==> config.mk <==
export PLATFORM = sky130hd
export DESIGN_NAME = bsg_link_isdr_rx_flat
export DESIGN_NICKNAME = d
export VERILOG_FILES = /design/src/rtl/bsg_link_isdr_rx_if.sv /design/src/rtl/bsg_link_isdr_rx.sv /design/src/flat_wrapper.sv
export SDC_FILE = /design/constraint.sdc
export NUM_CORES = 1
export LEC_CHECK = 0
export BUFFER_PORTS_ARGS = -buffer_cell sky130_fd_sc_hd__buf_2
export CORE_MARGIN = 2
export CORE_UTILIZATION = 50
export CTS_BUF_LIST = sky130_fd_sc_hd__clkbuf_4
export CTS_CLUSTER_SIZE = 8
export DETAILED_ROUTE_END_ITERATION = 16
export GPL_TIMING_DRIVEN = 0
export HOLD_SLACK_MARGIN = 0.15
export MAX_ROUTING_LAYER = met4
export PLACE_DENSITY_LB_ADDON = 0.1
export SLEW_MARGIN = 20
export SYNTH_ARGS = -nofsm -noshare
export SYNTH_HDL_FRONTEND = slang
export SYNTH_SLANG_ARGS = --single-unit
==> constraint.sdc <==
create_clock -name clk_i -period 3.5 [get_ports clk_i]
set_clock_uncertainty 0.2 [all_clocks]
set_input_delay 0.35 -clock clk_i [delete_from_list [all_inputs] [get_ports clk_i]]
set_output_delay 0.35 -clock clk_i [all_outputs]
set_load 0.02 [all_outputs]
==> src/rtl/bsg_link_isdr_rx_if.sv <==
// rtl/bsg_link_isdr_rx_if.sv - link lanes in, valid/yumi head out
interface bsg_link_isdr_rx_if #(
  parameter int width_p = 16
);
  logic               link_valid;
  logic [width_p-1:0] link_data;
  logic               valid;
  logic [width_p-1:0] data;
  logic               yumi;

  modport master (output link_valid, link_data, yumi, input valid, data);
  modport slave  (input link_valid, link_data, yumi, output valid, data);
endinterface

==> src/rtl/bsg_link_isdr_rx.sv <==
// rtl/bsg_link_isdr_rx.sv - SDR link receive capture, FIFO and credit token return
module bsg_link_isdr_rx #(
  parameter int width_p                         = 16,
  parameter int fifo_els_p                      = 8,
  parameter int lg_credit_to_token_decimation_p = 2
) (
  input  logic              clk_i,
  input  logic              reset_i,
  bsg_link_isdr_rx_if.slave link,
  output logic              token_o,
  output logic              overflow_o
);
  localparam int ptr_w = $clog2(fifo_els_p);
  localparam int cnt_w = $clog2(fifo_els_p + 1);
  localparam logic [cnt_w-1:0] full_cnt = cnt_w'(fifo_els_p);

  logic               valid_r;
  logic [width_p-1:0] data_r;
  logic [ptr_w-1:0]   wptr, rptr;
  logic [cnt_w-1:0]   count;
  logic [width_p-1:0] mem [fifo_els_p];
  logic               full, empty, deq, enq, drop, tok_wrap;

  // Capture flops sit directly on the pins so the pad-to-flop timing is clean.
  always_ff @(posedge clk_i or negedge reset_i) begin
    if (!reset_i) begin
      valid_r <= 1'b0;
      data_r  <= '0;
    end else begin
      valid_r <= link.link_valid;
      data_r  <= link.link_data;
    end
  end

  assign full  = (count == full_cnt);
  assign empty = (count == '0);
  assign deq   = link.yumi & ~empty;
  // A full FIFO still takes the word if the head leaves in the same cycle.
  assign enq   = valid_r & (~full | deq);
  assign drop  = valid_r & full & ~deq;

  always_ff @(posedge clk_i) begin
    if (enq) mem[wptr] <= data_r;
  end

  always_ff @(posedge clk_i or negedge reset_i) begin
    if (!reset_i) begin
      wptr       <= '0;
      rptr       <= '0;
      count      <= '0;
      overflow_o <= 1'b0;
    end else begin
      if (enq) wptr <= wptr + 1'b1;
      if (deq) rptr <= rptr + 1'b1;
      if (enq && !deq)      count <= count + 1'b1;
      else if (!enq && deq) count <= count - 1'b1;
      if (drop) overflow_o <= 1'b1;
    end
  end

  assign link.valid = ~empty;
  assign link.data  = empty ? '0 : mem[rptr];

  if (lg_credit_to_token_decimation_p == 0) begin : g_no_dec
    assign tok_wrap = 1'b1;
  end else begin : g_dec
    logic [lg_credit_to_token_decimation_p-1:0] tok_cnt;

    always_ff @(posedge clk_i or negedge reset_i) begin
      if (!reset_i)  tok_cnt <= '0;
      else if (deq)  tok_cnt <= tok_cnt + 1'b1;
    end

    assign tok_wrap = &tok_cnt;
  end

  always_ff @(posedge clk_i or negedge reset_i) begin
    if (!reset_i)            token_o <= 1'b0;
    else if (deq && tok_wrap) token_o <= ~token_o;
  end
endmodule

==> src/flat_wrapper.sv <==
// flat-port wrapper written by rule: the top's interface ports become plain ports
module bsg_link_isdr_rx_flat 
#(
  parameter int width_p                         = 16,
  parameter int fifo_els_p                      = 8,
  parameter int lg_credit_to_token_decimation_p = 2
)
  (clk_i, reset_i, token_o, overflow_o, link_link_valid, link_link_data, link_yumi, link_valid, link_data);
  bsg_link_isdr_rx_if #(.width_p(width_p)) link_i ();
  input  logic clk_i;
  input  logic reset_i;
  output logic token_o;
  output logic overflow_o;
  input wire logic [$bits(link_i.link_valid)-1:0] link_link_valid;
  input wire logic [$bits(link_i.link_data)-1:0] link_link_data;
  input wire logic [$bits(link_i.yumi)-1:0] link_yumi;
  output wire logic [$bits(link_i.valid)-1:0] link_valid;
  output wire logic [$bits(link_i.data)-1:0] link_data;
  assign link_i.link_valid = link_link_valid;
  assign link_i.link_data = link_link_data;
  assign link_i.yumi = link_yumi;
  assign link_valid = link_i.valid;
  assign link_data = link_i.data;
  bsg_link_isdr_rx #(.width_p(width_p), .fifo_els_p(fifo_els_p), .lg_credit_to_token_decimation_p(lg_credit_to_token_decimation_p)) u_core (.clk_i(clk_i), .reset_i(reset_i), .link(link_i), .token_o(token_o), .overflow_o(overflow_o));
endmodule
==> run metrics <==
outcome=finished, final reports clean; Most used DFF post-synth=sky130_fd_sc_hd__edfxtp_1; input/output buffers=38; weighted congestion at the end of routability-driven global placement=around 0.72; top cells by count, synth=sky130_fd_sc_hd__edfxtp_1 (128), sky130_fd_sc_hd__mux4_2 (32), sky130_fd_sc_hd__dfrtp_1 (31), sky130_fd_sc_hd__a22o_1 (16), sky130_fd_sc_hd__xnor2_1 (8); DR DRC count=0; clock latency of the later-clocked register in the worst-skew pair=0.54 ns; destination of the worst register-to-register timing path=u_core.count[3]$_DFFE_PN0P_; Worst Slack Setup Final=roughly 0.19 ns; vias per cell=5.58; Least-Margin Pin Slew=0.888 ns; num ports=39; row count=40; CP max FO=10; ant diodes=0; count of nets after finishing=approximately 400; number of violations reported at the end of detailed-routing iteration 0=roughly 150; TritonCTS clock tree=built; Setup crit start kind=flop; pin count of the biggest net entering global routing=32; number of distinct library cells after synthesis=30; part of the power in combinational logic=0.358; buffer cell driving the clock tree root=sky130_fd_sc_hd__clkbuf_4; worst path required time=roughly 3.0 ns; Bufs on Longest Clock Path=2; total wire length after detailed routing=11200 um; vertical die dimension=114 um; post-route setup TNS=0 ns; synthesized cell area=6020 um^2; Yosys top cell area share=0.639; setup slack after placement=around 0.31 ns; number of buffers added by the clock tree synthesis step=17; final number of setup-violating endpoints=0; power dissipated by switching net loads=1.89 mW; Pre-antenna DRT Iters=4; syn avg cell area=~21 um^2; Syn Nets=~300; clock slew at reported path FFs=~0.13 ns; Die Outline Area=around 13000 um^2; Die X=114 um; via total after detailed routing=just under 3k; sequential group share of total power=0.436; share of async-settable or async-resettable flops after synthesis=0.195; number of synthesized flops with an enable pin=~130; final number of hold-violating endpoints=0; final core utilization=0.595; Internal Pwr Total=between 3 and 4 mW; share of layout cells above drive strength 1=0.350; Pwr Density=a little over 800 nW/um^2; total core area=roughly 12000 um^2; Seq cells post-synth=between 150 and 200; shortest period the worst path allows=~3.3 ns; setup slack, reg-to-reg=between 0.2 and 0.3 ns; post-detail-place hpwl=about 7300 um; final non-filler cell area=between 7000 and 8000 um^2; Period Utilization, post-route=0.946; first-pass GRT wire length=~17000 um; static power due to leakage=between 2 and 2.5 nW; Synth Instances=~280; Worst Path Arrival=around 2.8 ns; startpoint of the worst register-to-register path=u_core.count[0]$_DFFE_PN0P_; Initial Util=0.507; number of global-route vias before repair=between 3k and 4k; kind of path behind the tightest hold check=in -> async; power share of the clock group=0.206; maximum level of the CTS H-tree=4; worst max-slew margin expressed relative to the limit=0.408; global-route congestion overflow total=0; logic depth of the worst register-to-register path=9; # Max-Cap Violations=0; wire length per cell after detailed routing=21.1 um; worst ir drop on vdd=around 0.00040 V; overall fraction of global-route tracks in use=0.197; number of sinks handled by clock tree synthesis=around 160; crit end category=primary output; number of buffers added to fix hold violations after cts=19; post-cts gate resize count=0; Seq/Total Area, Yosys=0.768; upper clock frequency limit=302 MHz; synth warn=0; Slew Viols, Final=0; critical setup path kind=reg -> out; number of antenna violations at the first check in global routing=0; overall power after layout=just under 6 mW; Synth area leader=sky130_fd_sc_hd__edfxtp_1; top post-synthesis cells by area=sky130_fd_sc_hd__edfxtp_1 (64%), sky130_fd_sc_hd__dfrtp_1 (13%), sky130_fd_sc_hd__mux4_2 (12%); most numerous cell in the Yosys netlist=sky130_fd_sc_hd__edfxtp_1; Post-CTS Setup Inserts=0; Placed Area=between 6000 and 7000 um^2; ANT nets after route=0; switching part of the total=0.327; RSZ-0062 raised after global routing=false; synthesis-to-finish area growth=17.2%
==> cell type report <==
class                      count  area (um^2)
clock inverter                12          168
tap                          147          184
fill                         894         4810
clock buffer                  20          150
multi-input combinational    106         1340
sequential                   159         4620
inverter                       2         7.51
timing repair buffer          70          497
buffer                        14         87.6
==> logic make-up after synthesis <==
| kind of cell | after synthesis | share of synthesized area |
|---|---|---|
| flops | 159 | 0.768 |
| mux | 37 | 0.129 |
| simple gates | 28 | 0.0249 |
| compound gates | 26 | 0.0353 |
| buf+inv | 16 | 0.0158 |
| xor+xnor | 8 | 0.0116 |
| fa+ha+maj | 7 | 0.0158 |
==> flip-flops by register name (all words and copies together), names as in the netlist <==
signal,count
u_core.overflow_o,1
u_core.wptr,3
u_core.g_dec.tok_cnt,2
u_core.token_o,1
u_core.mem,128
u_core.valid_r,1
u_core.count,4
u_core.data_r,16
u_core.rptr,3
==> critical path, stage by stage, from the launching register on <==
cell and delay [ns]:
sky130_fd_sc_hd__dfrtp_1 0.38, sky130_fd_sc_hd__clkbuf_1 0.29, sky130_fd_sc_hd__clkbuf_1 0.71, sky130_fd_sc_hd__mux4_2 0.41, sky130_fd_sc_hd__a22o_1 0.26, sky130_fd_sc_hd__buf_2 0.16
==> cell usage in the layout, fill, tap and decap left out, types with 2 or more instances in the layout <==
cell                            instances
sky130_fd_sc_hd__or3_1                  2
sky130_fd_sc_hd__nand2_1                4
sky130_fd_sc_hd__clkbuf_4              20
sky130_fd_sc_hd__dlygate4sd3_1         19
sky130_fd_sc_hd__clkbuf_1               6
sky130_fd_sc_hd__ha_1                   6
sky130_fd_sc_hd__nor3_2                 4
sky130_fd_sc_hd__nand3_1                4
sky130_fd_sc_hd__edfxtp_1             128
sky130_fd_sc_hd__mux4_2                32
sky130_fd_sc_hd__inv_1                  2
sky130_fd_sc_hd__dfrtp_1               31
sky130_fd_sc_hd__nand2b_1               3
sky130_fd_sc_hd__buf_2                 45
sky130_fd_sc_hd__a21oi_1                2
sky130_fd_sc_hd__xnor2_1                8
sky130_fd_sc_hd__buf_8                  2
sky130_fd_sc_hd__a22o_1                16
sky130_fd_sc_hd__clkinvlp_4             3
sky130_fd_sc_hd__buf_4                  5
sky130_fd_sc_hd__bufinv_16              4
sky130_fd_sc_hd__or4_1                  2
sky130_fd_sc_hd__clkinv_1               3
sky130_fd_sc_hd__mux2_2                 4
sky130_fd_sc_hd__buf_6                  7
sky130_fd_sc_hd__o211ai_1               4
sky130_fd_sc_hd__nor2_2                 2
==> power groups by stage <==
stage                     combinational [mW]  sequential, mW  clock, mW
after floorplan                         1.46            2.54          0
after global placement                  2.01            2.56          0
after detailed placement                2.10            2.57          0
after CTS                               2.12            2.53       1.21
after global routing                    2.26            2.56       1.29
final                                   2.07            2.52       1.19
==> stage by stage <==
| step | hold slack (ns) | cells |
|---|---|---|
| 2_1_floorplan | -0.146 | 281 |
| 3_3_place_gp | 0.236 | 466 |
| 3_5_place_dp | 0.242 | 479 |
| 4_1_cts | 0.181 | 530 |
| 5_1_grt | 0.193 | 530 |
| 6_report | 0.212 | 530 |
==> routing by layer <==
layer	up-vias	wire, um	GRT usage
met4	0	217	0.0829
met5	-	0	-
met1	1537	4920	0.255
met2	72	5590	0.307
li1	1331	-	-
met3	20	470	0.0446
==> how the worst max path moves through the flow <==
stage                                      from                           to  slack [ns]  cells after the start
finish               u_core.rptr[1]$_DFFE_PN0N_                 link_data[6]        0.19                      5
global route         u_core.rptr[0]$_DFFE_PN0N_                 link_data[6]        0.04                      5
CTS                  u_core.rptr[0]$_DFFE_PN0N_                 link_data[6]        0.16                      5
detailed placement  u_core.count[0]$_DFFE_PN0P_  u_core.count[3]$_DFFE_PN0P_        0.31                      9
global placement                      link_yumi   u_core.mem[0][2]$_DFFE_PP_       -1.26                      4
floorplan           u_core.count[0]$_DFFE_PN0P_  u_core.count[3]$_DFFE_PN0P_        0.54                      9
No activity file was read; power rests on OpenSTA's default activity.
